File: src/rtl/pipe_ctrl_regs.sv
// Control-register chain for the 5-stage CPU: carries decoded control bits and the destination
// register from ID through EX, MEM and WB, inserting EX bubbles on stall/squash.
module pipe_ctrl_regs #(
   parameter int unsigned CNT_W = 16
) (
   input  logic             Clk,
   input  logic             Clrn,
   input  logic [5:0]       Op,
   input  logic [4:0]       Rt,
   input  logic [4:0]       Rd,
   input  logic             Regrt,
   input  logic             Wreg,
   input  logic             Reg2reg,
   input  logic             Wmem,
   input  logic [1:0]       Aluc,
   input  logic             Aluqb,
   input  logic             STALL,
   input  logic             Condep,
   output logic [5:0]       eOp,
   output logic [4:0]       eRd,
   output logic             eWreg,
   output logic             eReg2reg,
   output logic             eWmem,
   output logic [1:0]       eAluc,
   output logic             eAluqb,
   output logic [4:0]       mRd,
   output logic             mWreg,
   output logic             mReg2reg,
   output logic             mWmem,
   output logic [4:0]       wRd,
   output logic             wWreg,
   output logic             wReg2reg,
   output logic [CNT_W-1:0] stall_cnt,
   output logic [CNT_W-1:0] flush_cnt,
   output logic [CNT_W-1:0] retire_cnt
);

   localparam logic [CNT_W-1:0] CntOne = CNT_W'(1);
   localparam logic [CNT_W-1:0] CntMax = '1;

   logic       e_v, m_v, w_v;
   logic [4:0] dest;
   logic       bubble;
   logic       stall_ev;
   logic       flush_ev;

   logic [5:0] eop_d;
   logic [4:0] erd_d;
   logic       ewreg_d;
   logic       ereg2reg_d;
   logic       ewmem_d;
   logic [1:0] ealuc_d;
   logic       ealuqb_d;
   logic       ev_d;

   logic [CNT_W-1:0] stall_cnt_d;
   logic [CNT_W-1:0] flush_cnt_d;
   logic [CNT_W-1:0] retire_cnt_d;

   // Non-writers carry dest 0 so the hazard logic never forwards or stalls on them.
   always_comb begin
      dest = Regrt ? Rt : Rd;
      if (!Wreg) begin
         dest = 5'd0;
      end
   end

   // A squash takes priority over a stall when both are asserted.
   always_comb begin
      bubble   = !STALL || !Condep;
      flush_ev = !Condep;
      stall_ev = !STALL && Condep;
   end

   // Bubble opcode 0 matches no branch/jump, so it cannot re-raise Condep.
   always_comb begin
      eop_d      = 6'd0;
      erd_d      = 5'd0;
      ewreg_d    = 1'b0;
      ereg2reg_d = 1'b1;
      ewmem_d    = 1'b0;
      ealuc_d    = 2'd0;
      ealuqb_d   = 1'b0;
      ev_d       = 1'b0;
      if (!bubble) begin
         eop_d      = Op;
         erd_d      = dest;
         ewreg_d    = Wreg;
         ereg2reg_d = Reg2reg;
         ewmem_d    = Wmem;
         ealuc_d    = Aluc;
         ealuqb_d   = Aluqb;
         ev_d       = 1'b1;
      end
   end

   always_comb begin
      stall_cnt_d  = stall_cnt;
      flush_cnt_d  = flush_cnt;
      retire_cnt_d = retire_cnt;
      if (stall_ev && (stall_cnt != CntMax)) begin
         stall_cnt_d = stall_cnt + CntOne;
      end
      if (flush_ev && (flush_cnt != CntMax)) begin
         flush_cnt_d = flush_cnt + CntOne;
      end
      if (w_v && (retire_cnt != CntMax)) begin
         retire_cnt_d = retire_cnt + CntOne;
      end
   end

   always_ff @(posedge Clk) begin
      if (!Clrn) begin
         eOp        <= 6'd0;
         eRd        <= 5'd0;
         eWreg      <= 1'b0;
         eReg2reg   <= 1'b0;
         eWmem      <= 1'b0;
         eAluc      <= 2'd0;
         eAluqb     <= 1'b0;
         e_v        <= 1'b0;
         mRd        <= 5'd0;
         mWreg      <= 1'b0;
         mReg2reg   <= 1'b0;
         mWmem      <= 1'b0;
         m_v        <= 1'b0;
         wRd        <= 5'd0;
         wWreg      <= 1'b0;
         wReg2reg   <= 1'b0;
         w_v        <= 1'b0;
         stall_cnt  <= '0;
         flush_cnt  <= '0;
         retire_cnt <= '0;
      end else begin
         eOp        <= eop_d;
         eRd        <= erd_d;
         eWreg      <= ewreg_d;
         eReg2reg   <= ereg2reg_d;
         eWmem      <= ewmem_d;
         eAluc      <= ealuc_d;
         eAluqb     <= ealuqb_d;
         e_v        <= ev_d;
         // EX->MEM->WB never stalls; holding IF/ID and PC is done elsewhere.
         mRd        <= eRd;
         mWreg      <= eWreg;
         mReg2reg   <= eReg2reg;
         mWmem      <= eWmem;
         m_v        <= e_v;
         wRd        <= mRd;
         wWreg      <= mWreg;
         wReg2reg   <= mReg2reg;
         w_v        <= m_v;
         stall_cnt  <= stall_cnt_d;
         flush_cnt  <= flush_cnt_d;
         retire_cnt <= retire_cnt_d;
      end
   end

endmodule

File: config.mk
export PLATFORM = sky130hd
export DESIGN_NAME = pipe_ctrl_regs
export DESIGN_NICKNAME = d
export VERILOG_FILES = /design/src/rtl/pipe_ctrl_regs.sv
export SDC_FILE = /design/constraint.sdc
export NUM_CORES = 1
export LEC_CHECK = 0
export CAP_MARGIN = 20
export CORE_AREA = 3 3 94 96
export CTS_CLUSTER_SIZE = 20
export DETAILED_ROUTE_END_ITERATION = 7
export DIE_AREA = 0 0 97 99
export GPL_ROUTABILITY_DRIVEN = 0
export GPL_TIMING_DRIVEN = 0
export PLACE_DENSITY_LB_ADDON = 0.3
export SYNTH_ARGS = -nofsm -noshare
export SYNTH_HDL_FRONTEND = slang
export SYNTH_SLANG_ARGS = --single-unit
File: constraint.sdc
create_clock -name Clk -period 1.85 [get_ports Clk]
set_input_delay 0.37 -clock Clk [delete_from_list [all_inputs] [get_ports Clk]]
set_output_delay 0.37 -clock Clk [all_outputs]
set_load 0.005 [all_outputs]
# == Yosys cells after proc, flatten, opt, wreduce, memory -nomap -nowiden ==
# Cells that the tools add are included.
# totals
reg_bits,83
output_inout_bits,80
elab_cells,40
# classes
n_addsub,3
bitwise_logic,2
reduce_logical,9
n_eq_ne,3
mux,3
# ops
cell,n
$add 16x1->16 const B,3
$ne 16x16->1 const B,3
$mux 5,1
$logic_and 1x1->1,4
$reduce_or 3->1,1
$logic_not 1->1,2
$mux 1,2
$not 1->1,2
$reduce_or 2->1,1
$logic_or 1x1->1,1

# == Longest topological paths before layout ==
# Gate-level depths: netlist of the first run.
# depth
depth_word,3
ltp_mapped,6
depth_no_buf,5

# == Least setup slack after synthesis of the first run ==
# No wires, ideal clock.
# synth_path
path_kind,register to register
startpoint,reg stall_cnt[8]
endpoint,reg stall_cnt[14]
arrival_time_ns,1.804
path_stages_with_launch,6
setup_slack_ns,-0.070
setup_time_ns,0.116
path_buffers,1
cell_sequence,dfxtp_1 > nand4_2 > or4_1 > buf_2 > or4_1 > o211a_1
# synth_between
elab_chain_cells,2
# synth_lines
element,line_no,text
from (decl),33,"output logic [CNT_W-1:0] stall_cnt,"
from (signal assigned),153,stall_cnt <= stall_cnt_d;
"parallel branches: the longest is 2 deep, another holds $add 16x1->16",-,
# Parallel ways; which one is timed is not known.
# A chain may end at the register's enable or synchronous reset.

# == Worst setup path in the final report of the first run ==
# layout_path
startpoint,reg stall_cnt[8]
endpoint,reg stall_cnt[15]
# Same word-level chain as after synthesis.

==> summary.txt, run 1 <==
Run status
  • Outcome: finished clean

Pwr
  • Leak pwr: roughly 1.8 nW
  • Peak supply drop: approximately 410 uV
  • Pwr dens: between 600 and 700 nW/um^2

Critical path
  • Worst setup path category: flop to flop
  • Worst path required time: 2.14 ns
  • Crit path capture type: flop
  • WP data arrival: about 2.1 ns
  • CP startpoint kind: flop
  • CP startpoint: stall_cnt[8]$_SDFFE_PN0P_
  • CP Max Fanout: 8
  • RR Startpoint: stall_cnt[8]$_SDFFE_PN0P_
  • Setup slack, reg-to-reg: roughly 0.0053 ns

Yosys
  • Post-synth EDFFs: 0
  • Unique masters post-synth: 47
  • Synth top area cells: dfxtp_1 (49%), and2_1 (5.2%), mux2i_1 (3.8%)
  • Post-Syn Area: roughly 3400 sq um
  • Synth top cells by count: dfxtp_1 (83), nand2_1 (34), and2_1 (28)
  • Synthesized flop and latch total: slightly above 80
  • Post-Syn Area per Cell: just over 9 sq um
  • Mapped Cells: between 300 and 400
  • Top cell type's share of synthesized area: between 40% and 50%
  • Syn_nets: around 400
  • Most frequent cell after synthesis: dfxtp_1
  • Register area share after synthesis: approximately half
  • Asr flop ratio synth: 0%
  • Cell taking the most area after synthesis: dfxtp_1
  • Top_reg_cell synth: dfxtp_1
  • Syn. warnings: 0

Drt
  • DR vias: roughly 3.3k
  • WL per Instance: 15.1 um
  • Initial DRC Count: between 80 and 90
  • DRC viols: 0
  • Detail Route Antenna Nets: 0
  • Drt pass-1 iters: 4
  • DR vias/cell: about 5.4
  • WL final: 9250 um

Layout
  • Proportion of layout cells with a drive suffix above 1: about 17%
  • Ant diodes: 0
  • Area Overhead vs Synth: 50.9%
  • Finished Layout Cells: 611
  • Post-Route Utilization: 62.9%
  • Nets: 531
  • Final instance area: a little over 5000 sq um

Floorplanning
  • I/O pin count: between 100 and 150
  • Die Y: slightly below 100 um
  • Row count: 33
  • Starting Density: between 40% and 50%
  • Core Region: between 8000 and 9000 sq um
  • Die Wd: roughly 97 um
  • Die ar.: about 9600 sq um

Clock network
  • Clock buffer depth: 2
  • H-tree depth: 3
  • Worst-path clk slew: roughly 0.08 ns
  • Total CTS buffers: 9
  • Worst-skew pair later-pin latency: around 0.35 ns
  • Total clock sinks: a little over 80
  • Clock Root Buffer: clkbuf_8
  • CTS tree: yes

STA
  • Final setup viols: 0
  • Slew margin rel.: a little under three fifths
  • Worst slew pin tran: ~0.66 ns
  • Post-route minimum period: roughly 1.8 ns
  • WHS: between 0.4 and 0.5 ns
  • Final hold violations: 0
  • Fin crit share: between 90% and 100%
  • Max-slew violations: 0
  • Clock Skew: slightly above 0.005 ns
  • RSZ-0062 raised after global routing: true
  • Fin worst setup slack: roughly 0.0053 ns
  • FMAX: between 0.5 and 0.6 GHz

GRT
  • GRT Resource Usage Total: between 10% and 20%
  • Grt ovf: 0
  • Vias in the first global route: between 3k and 4k
  • Antenna violations before repair: 0
  • Largest net degree at the start of global routing: 16
  • Global-route wire length before repair: ~15000 um

Worst hold path
  • Worst Hold Launch: m_v$_SDFF_PN0_
  • Hold Path Class: flop to flop

Placed design
  • IO buf count: between 100 and 150
  • Dpl cell area: 4580 sq um
  • Pre-CTS setup slack: -0.670 ns
  • Dpl hpwl: 6350 um
  • Placed instance count: approximately 580

Run
  • Maxcap violations: 0
[path summary, 6_finish.rpt]
kind,endpoint,depth (start not counted)
max,stall_cnt[15]$_SDFFE_PN0P_,5
min reg2reg,w_v$_SDFF_PN0_,1
min,w_v$_SDFF_PN0_,1
max reg2reg,stall_cnt[15]$_SDFFE_PN0P_,5
[per-layer routing]
metal	wire, um	vias to the layer above	global-route usage [%]
li1	-	1632	-
met1	3800	1572	22.7
met2	4800	90	33.6
met3	467	20	4.88
met4	191	0	8.86
met5	0	-	0
[registers in the layout, indices dropped and copies added, names as in the netlist, 2 cells and up]
name        count
wRd             5
stall_cnt      16
mRd             5
flush_cnt      16
eAluc           2
eOp             6
retire_cnt     16
eRd             5
[final cells by class]
class	instances	area, sq um
Fill cell	677	3020
Timing Repair Buffer	127	1230
Tap cell	105	131
Clock buffer	11	141
Sequential cell	83	1710
Buffer	12	57.6
Inverter	11	42.5
Clock inverter	5	43.8
Multi-Input combinational cell	257	1770
[kinds of logic (layout without fill, tap and decap cells)]
kind of cell	after synthesis	after routing	synth area share, %
flops	83	83	49.0
fa+ha+maj	3	3	1.11
buf+inv	26	166	2.95
compound gates	76	76	14.8
xor+xnor	4	4	1.03
mux	13	13	3.84
simple gates	161	161	27.3
[layout by cell type (no fill, tap or decap), types with 5 or more instances in the layout]
cell,netlist,layout
nand2b_1,7,7
and2_1,28,28
or3_1,11,10
o31ai_1,12,11
inv_1,9,9
mux2i_1,13,13
clkbuf_8,0,10
nand2_1,34,34
clkdlybuf4s50_1,0,102
nor3_1,8,6
a21oi_1,25,23
and4_1,6,6
buf_4,0,23
dfxtp_1,83,64
dfxtp_2,0,11
o21ai_0,13,13
clkbuf_1,13,9
nand4_1,14,14
dfxtp_4,0,8
or4_4,0,5
nand3_1,8,7
or4_1,14,9
nor2_1,15,15
[what timing repair did]
item,4_1_cts,5_1_grt
endpoints found under the setup margin,27,41
hold buffers,0,0
resized for setup,23,36
pin swaps,4,10
setup buffers,14,9
[critical path, cell delays in order (launching register included)]
cell	delay, ns
dfxtp_4	0.37
nand4_4	0.13
or4_4	0.55
buf_6	0.15
or4_4	0.47
a21oi_2	0.11
[report_power, final]
group          switching, W  total, W  internal (W)
Sequential        0.0000174   0.00182       0.00180
Clock              0.000681   0.00123      0.000544
Combinational     0.0000833  0.000199      0.000116
[metrics by stage]
stage,setup TNS (ns),total power [W]
after floorplan,-0.00122,0.00193
after global placement,-12.32,0.00206
after detailed placement,-14.83,0.00206
after CTS,-0.113,0.00327
after global routing,-0.110,0.00337
final,0,0.00324
(Power assumes the default switching activity.)
==> run 2: changes to the inputs <==
--- a/config.mk
+++ b/config.mk
@@ -6,13 +6,14 @@
 export NUM_CORES = 1
 export LEC_CHECK = 0
 export CAP_MARGIN = 20
-export CORE_AREA = 3 3 94 96
+export CORE_AREA = 3 3 93 95
+export CTS_BUF_LIST = sky130_fd_sc_hd__clkbuf_4
 export CTS_CLUSTER_SIZE = 20
 export DETAILED_ROUTE_END_ITERATION = 7
-export DIE_AREA = 0 0 97 99
+export DIE_AREA = 0 0 96 98
 export GPL_ROUTABILITY_DRIVEN = 0
 export GPL_TIMING_DRIVEN = 0
-export PLACE_DENSITY_LB_ADDON = 0.3
+export PLACE_DENSITY = 0.77
 export SYNTH_ARGS = -nofsm -noshare
 export SYNTH_HDL_FRONTEND = slang
 export SYNTH_SLANG_ARGS = --single-unit
==> run 2 against run 1 <==
Via count decreased by 0.12%. Sequential cell count unchanged. First-iteration DRC count increased by 99%. Sequential share of layout area is 0.97 points higher. Count of clock-buffer cells in the layout down 2. Critical path type is now input port to flop. Largest cell class unchanged. Highest routed layer unchanged.
==> summary.txt, run 2 (same netlist as run 1, synthesis figures left out) <==
Run status
  • Outcome: finished clean

Layout
  • Largest regs: flush_cnt x16, retire_cnt x16, stall_cnt x16
  • Fillers: 624 (-7.8%)
  • Area Overhead vs Synth: 48.8%
  • Ant diodes: 0 (unchanged)
  • Nets: 530 (-0.19%)
  • Storage cell area: 1730 sq um (+1.5%)
  • Proportion of layout cells with a drive suffix above 1: 18.6% (+2.0 points)
  • Most frequent cells in the layout: clkdlybuf4s50_1 (101), dfxtp_1 (50), nand2_1 (34), and2_1 (28)
  • Finished Layout Cells: 607 (-0.65%)
  • Multi-input gate area: 1740 sq um (-1.5%)
  • Commonest non-fill, non-tap cell in the layout: clkdlybuf4s50_1

Drt
  • DR vias: 3310 (-0.12%)
  • WL per Instance: 15.5 um (+2.1%)
  • Detail Route Antenna Nets: 0 (unchanged)
  • DR vias/cell: 5.45 (+0.54%)
  • Initial DRC Count: 163 (+99%)
  • Drt pass-1 iters: 5 (+1)
  • DRC viols: 0 (unchanged)
  • WL final: 9380 um (+1.4%)

Critical path
  • Crit path capture type: flop
  • CP max-delay cell: or4_1
  • Worst reg-to-reg path cell count: 4 (-1)
  • FF-to-FF End: stall_cnt[14]$_SDFFE_PN0P_
  • Worst path required time: 2.20 ns (+0.06 ns)
  • WP data arrival: 2.18 ns (+0.05 ns)
  • CP Max Fanout: 6 (-2)
  • Largest stage delay, worst path: 0.55 ns (about the same)
  • CP startpoint: STALL
  • Worst setup path category: input port to flop
  • Crit path cell chain: clkdlybuf4s50_1, and4b_2, nand3_1, or4_1, a21oi_1
  • Setup slack, reg-to-reg: 0.05 ns (+0.04 ns)
  • RR Startpoint: stall_cnt[8]$_SDFFE_PN0P_
  • CP startpoint kind: input port

Worst hold path
  • Number of cells on the worst hold path: 3 (+2)
  • Hold Crit Endpoint: eRd[1]$_SDFF_PP0_
  • Worst Hold Launch: Regrt
  • Hold Path Class: input port to flop

Floorplanning
  • Die ar.: 9410 sq um (-2.0%)
  • Die Wd: 96 um (-1.0%)
  • Starting Density: 43.4% (+1.7 points)
  • Row count: 32 (-3.0%)
  • Core Region: 7810 sq um (-4.0%)
  • I/O pin count: 107 (unchanged)
  • Die Y: 98 um (-1.0%)

Clock network
  • Total clock sinks: 83 (unchanged)
  • Worst-path clk slew: 0.14 ns (+0.06 ns)
  • CTS tree: yes
  • H-tree depth: 3 (unchanged)
  • Worst-skew pair later-pin latency: 0.43 ns (+0.08 ns)
  • Total CTS buffers: 9 (unchanged)
  • Clock buffer depth: 2 (unchanged)
  • Clock Root Buffer: clkbuf_4
  • CTS Hold Bufs: 0 (unchanged)

Pwr
  • Leak pwr: 1.85 nW (+0.95%)
  • Pwr dens: 605 nW/um^2 (-4.5%)
  • Peak supply drop: 454 uV (+9.4%)

STA
  • Max-slew violations: 0 (unchanged)
  • RSZ-0062 raised after global routing: true
  • Final hold violations: 0 (unchanged)
  • Post-route minimum period: 1.83 ns (-0.0144 ns)
  • Slew margin rel.: 55.7% (-0.47 points)
  • Worst slew pin tran: 0.659 ns (+0.00196 ns)
  • Clock Skew: 0.0114 ns (+0.00633 ns)
  • Total negative slack: 0 ns (unchanged)
  • FMAX: 0.546 GHz (+0.79%)
  • Final setup viols: 0 (unchanged)
  • Fin crit share: 98.9% (-0.78 points)

GRT
  • Vias in the first global route: 3167 (-1.5%)
  • Global-route wire length before repair: 15000 um (-2.2%)
  • Largest net degree at the start of global routing: 15 (-1)
  • GRT Resource Usage Total: 20.0% (+0.61 points)
  • Antenna violations before repair: 0 (unchanged)
  • Grt ovf: 0 (unchanged)

Placed design
  • IO buf count: 104 (unchanged)
  • Placed instance count: 572 (-0.52%)
  • Dpl hpwl: 6510 um (+2.5%)

Run
  • Maxcap violations: 0 (unchanged)
-- run 2: cell count changes in the layout (fill, tap and decap cells not counted), moves of 3 or more --
cell	previous run	this run
clkbuf_4	0	9
dfxtp_2	11	22
dfxtp_4	8	11
clkbuf_8	10	0
clkinv_2	1	4
inv_6	3	0
dfxtp_1	64	50
-- run 2: through the flow --
step                      area (sq um)  total power (W)  setup WS, ns  hold WS [ns]  utilization [%]
after global placement            4570          0.00206        -0.546         0.417             58.6
after CTS                         4880          0.00309       -0.0424         0.350             62.5
final                             5050          0.00305        0.0198         0.369             64.6
after floorplan                   3400          0.00193      -0.00122         0.412                -
after global routing              5050          0.00319       -0.0207         0.364             64.6
after detailed placement          4570          0.00206        -0.591         0.423             58.6
-- run 2: cell type report --
type / instances / share of cell area, %
Buffer: 11 / 0.893
Clock buffer: 9 / 1.34
Clock inverter: 7 / 1.36
Inverter: 11 / 0.843
Multi-Input combinational cell: 257 / 34.5
Sequential cell: 83 / 34.3
Tap cell: 102 / 2.53
Timing Repair Buffer: 127 / 24.2
-- run 2: metal layers --
layer  GRT usage (%)  vias up  wire [um]  part of all wire (%)
met1            24.6     1570       3920                    42
met3            5.70       11        597                   6.4
li1                -     1629          -                     -
met4            6.78        0        139                   1.5
met5               0        -          0                     0
met2            33.2      100       4720                    50
-- run 2: worst max-delay path by stage --
stage / endpoint / slack, ns / depth (start not counted)
6_report: stall_cnt[9]$_SDFFE_PN0P_ / 0.02 / 5
5_1_grt: stall_cnt[1]$_SDFFE_PN0P_ / -0.02 / 4
4_1_cts: flush_cnt[6]$_SDFFE_PN0P_ / -0.04 / 5
3_5_place_dp: stall_cnt[14]$_SDFFE_PN0P_ / -0.59 / 5
3_3_place_gp: stall_cnt[14]$_SDFFE_PN0P_ / -0.55 / 5
2_1_floorplan: flush_cnt[14]$_SDFFE_PN0P_ / -0.001 / 6
-- run 2: report_power, final --
part | switching, W | internal (W)
Sequential | 0.0000181 | 0.00180
Combinational | 0.0000804 | 0.000114
Clock | 0.000634 | 0.000407
-- run 2: repair_timing --
action	in CTS	in global routing
buffers inserted	13	10
gates resized for setup	31	39
endpoints found under the setup margin	25	53
pin swaps	3	11
-- run 2: worst max-delay path, delay by kind of cell --
family	cells	cell delay [ns]
buffers and inverters	1	0.53
and+or+nand+nor	3	1.14
AOI/OAI and AO/OA	1	0.14
==> run 3: changes to the inputs <==
==> config.mk (replaced) <==
export PLATFORM = sky130hd
export DESIGN_NAME = pipe_ctrl_regs
export DESIGN_NICKNAME = d
export VERILOG_FILES = /design/src/rtl/pipe_ctrl_regs.sv
export SDC_FILE = /design/constraint.sdc
export NUM_CORES = 1
export LEC_CHECK = 0
export CAP_MARGIN = 20
export CORE_AREA = 2 2 93 95
export CTS_CLUSTER_SIZE = 20
export DETAILED_ROUTE_END_ITERATION = 7
export DIE_AREA = 0 0 95 97
export GPL_ROUTABILITY_DRIVEN = 0
export GPL_TIMING_DRIVEN = 0
export PLACE_DENSITY = 0.75
export SYNTH_ARGS = -nofsm -noshare
export SYNTH_HDL_FRONTEND = slang
export SYNTH_SLANG_ARGS = --single-unit
==> run 3 against run 2 <==
Highest routed layer unchanged. Critical path depth decreased by 1. Clock power increased by 22%. Worst setup slack improved by 0.016 ns. Non-clock buffer count decreased by 6. Largest power group unchanged. Largest cell class unchanged.
==> summary.txt, run 3 (same netlist as run 1, synthesis figures left out) <==
Drt
  • DR vias: 3261 (-1.5%)
  • Detail Route Antenna Nets: 0 (unchanged)
  • Drt pass-1 iters: 4 (-1)
  • WL per Instance: 15.0 um (-3.0%)
  • DR vias/cell: 5.42 (-0.66%)
  • WL final: 9030 um (-3.8%)
  • Initial DRC Count: 120 (-26%)
  • DRC viols: 0 (unchanged)

Layout
  • Finished Layout Cells: 602 (-0.82%)
  • Largest regs: flush_cnt x16, retire_cnt x16, stall_cnt x16
  • Nets: 524 (-1.1%)
  • Ant diodes: 0 (unchanged)
  • Proportion of layout cells with a drive suffix above 1: 14.1% (-4.5 points)
  • Area Overhead vs Synth: 48.2%
  • Most frequent cells in the layout: clkdlybuf4s50_1 (103), dfxtp_1 (65), nand2_1 (34), and2_1 (28), a21oi_1 (25)
  • Fillers: 681 (+9.1%)
  • Post-Route Utilization: 61.8% (-2.8 points)
  • Commonest non-fill, non-tap cell in the layout: clkdlybuf4s50_1

STA
  • WHS: 0.438 ns (+0.0692 ns)
  • Total negative slack: 0 ns (unchanged)
  • Clock Skew: 0.00990 ns (-0.00151 ns)
  • RSZ-0062 raised after global routing: true
  • Final setup viols: 0 (unchanged)
  • Worst slew pin tran: 0.587 ns (-0.0719 ns)
  • Post-route minimum period: 1.81 ns (-0.0161 ns)
  • Slew margin rel.: 60.8% (+5.1 points)
  • Fin crit share: 98.1% (-0.87 points)
  • FMAX: 0.551 GHz (+0.89%)
  • Final hold violations: 0 (unchanged)
  • Max-slew violations: 0 (unchanged)

Worst hold path
  • Worst Hold Launch: e_v$_SDFF_PN0_
  • Hold Crit Endpoint: m_v$_SDFF_PN0_
  • Hold Path Class: flop to flop
  • Number of cells on the worst hold path: 1 (-2)

GRT
  • Grt ovf: 0 (unchanged)
  • Largest net degree at the start of global routing: 14 (-1)
  • GRT Resource Usage Total: 19.4% (-0.62 points)
  • Vias in the first global route: 3059 (-3.4%)
  • Antenna violations before repair: 0 (unchanged)
  • Global-route wire length before repair: 14300 um (-5.0%)

Clock network
  • CTS tree: yes
  • H-tree depth: 3 (unchanged)
  • Worst-skew pair later-pin latency: 0.34 ns (-0.09 ns)
  • CTS Hold Bufs: 0 (unchanged)
  • Clock Root Buffer: clkbuf_8
  • Total clock sinks: 83 (unchanged)
  • Total CTS buffers: 9 (unchanged)
  • Worst-path clk slew: 0.08 ns (-0.06 ns)
  • Clock buffer depth: 2 (unchanged)

Critical path
  • WP data arrival: 2.05 ns (-0.13 ns)
  • CP Max Fanout: 8 (+2)
  • CP max-delay cell: or4_4
  • CP startpoint kind: flop
  • FF-to-FF End: stall_cnt[14]$_SDFFE_PN0P_
  • Worst path required time: 2.09 ns (-0.11 ns)
  • Largest stage delay, worst path: 0.57 ns (+0.02 ns)
  • Worst setup path category: flop to flop
  • Crit path cell chain: clkinv_2, or4_4, or4_1, o211a_1
  • Cell family with most CP delay: simple AND/OR/NAND/NOR gates
  • Worst reg-to-reg path cell count: 4 (unchanged)
  • RR Startpoint: stall_cnt[7]$_SDFFE_PN0P_
  • CP bufs+invs: 1 (unchanged)
  • CP startpoint: stall_cnt[7]$_SDFFE_PN0P_
  • Crit path capture type: flop
  • Setup slack, reg-to-reg: 0.04 ns (about the same)

Floorplanning
  • I/O pin count: 107 (unchanged)
  • Die ar.: 9220 sq um (-2.1%)
  • Starting Density: 41.7% (-1.7 points)
  • Die Wd: 95 um (-1.0%)
  • Core Region: 8130 sq um (+4.2%)
  • Row count: 33 (+3.1%)
  • Die Y: 97 um (-1.0%)

Pwr
  • Peak supply drop: 443 uV (-2.3%)
  • Pwr dens: 654 nW/um^2 (+8.2%)
  • Leak pwr: 1.79 nW (-3.3%)

Run
  • Maxcap violations: 0 (unchanged)

Placed design
  • Placed instance count: 575 (+0.52%)
  • Dpl hpwl: 6340 um (-2.6%)
  • IO buf count: 104 (unchanged)

Run status
  • Outcome: finished clean
run 3: cell count changes in the layout (fill, tap and decap cells not counted), sizes merged:
cell	previous run	this run
clkinvlp	2	1
clkbuf	18	19
inv	9	10
dlymetal6s2s	3	1
clkinv	6	3
buf	25	19
clkdlybuf4s50	101	103
run 3: worst max path at each step:
stage | slack, ns | endpoint | depth (start not counted)
6_report | 0.04 | stall_cnt[14]$_SDFFE_PN0P_ | 4
5_1_grt | -0.04 | flush_cnt[6]$_SDFFE_PN0P_ | 4
4_1_cts | -0.03 | stall_cnt[14]$_SDFFE_PN0P_ | 5
3_5_place_dp | -0.59 | stall_cnt[14]$_SDFFE_PN0P_ | 5
3_3_place_gp | -0.57 | stall_cnt[14]$_SDFFE_PN0P_ | 5
2_1_floorplan | -0.001 | flush_cnt[14]$_SDFFE_PN0P_ | 6
run 3: area by class of cell:
| type | count | area (sq um) | area share, % |
|---|---|---|---|
| repair buffers | 121 | 1170 | 23.3 |
| inverters | 11 | 42.5 | 0.846 |
| clock buffers | 10 | 138 | 2.74 |
| well taps | 105 | 131 | 2.61 |
| plain buffers | 11 | 46.3 | 0.921 |
| multi-input cells | 257 | 1740 | 34.6 |
| clock inverters | 4 | 51.3 | 1.02 |
| flip-flops and latches | 83 | 1710 | 34.0 |
run 3: repair_timing:
action | CTS | global route
setup endpoints to repair | 26 | 26
pin swaps | 2 | 4
buffers inserted | 9 | 8
gates resized for setup | 20 | 33
run 3: power by group:
group | total [W] | internal, W | switching, W | leakage, nW
logic | 0.000200 | 0.000117 | 0.0000832 | 1.01
registers | 0.00181 | 0.00180 | 0.0000173 | 0.683
clock network | 0.00127 | 0.000649 | 0.000624 | 0.0946
total | 0.00329 | 0.00256 | 0.000725 | 1.79
run 3: per-layer routing:
metal	vias to the layer above	part of all wire [%]	GRT usage, %
met4	0	1.7	5.91
met2	92	51	32.8
met5	-	0	0
li1	1616	-	-
met3	13	4.3	5.22
met1	1540	43	23.8
run 3: through the flow:
| stage | power (W) | instance area, sq um | setup WS (ns) |
|---|---|---|---|
| floorplan | 0.00193 | 3400 | -0.00122 |
| global placement | 0.00205 | 4580 | -0.570 |
| detailed placement | 0.00206 | 4580 | -0.590 |
| CTS | 0.00332 | 4880 | -0.0281 |
| global route | 0.00344 | 5030 | -0.0392 |
| finish | 0.00329 | 5030 | 0.0359 |
run 3: worst reg2reg max path, stage by stage (launching register included):
cell,delay [ns]
dfxtp_4,0.39
clkinv_2,0.08
or4_4,0.57
or4_1,0.54
o211a_1,0.14
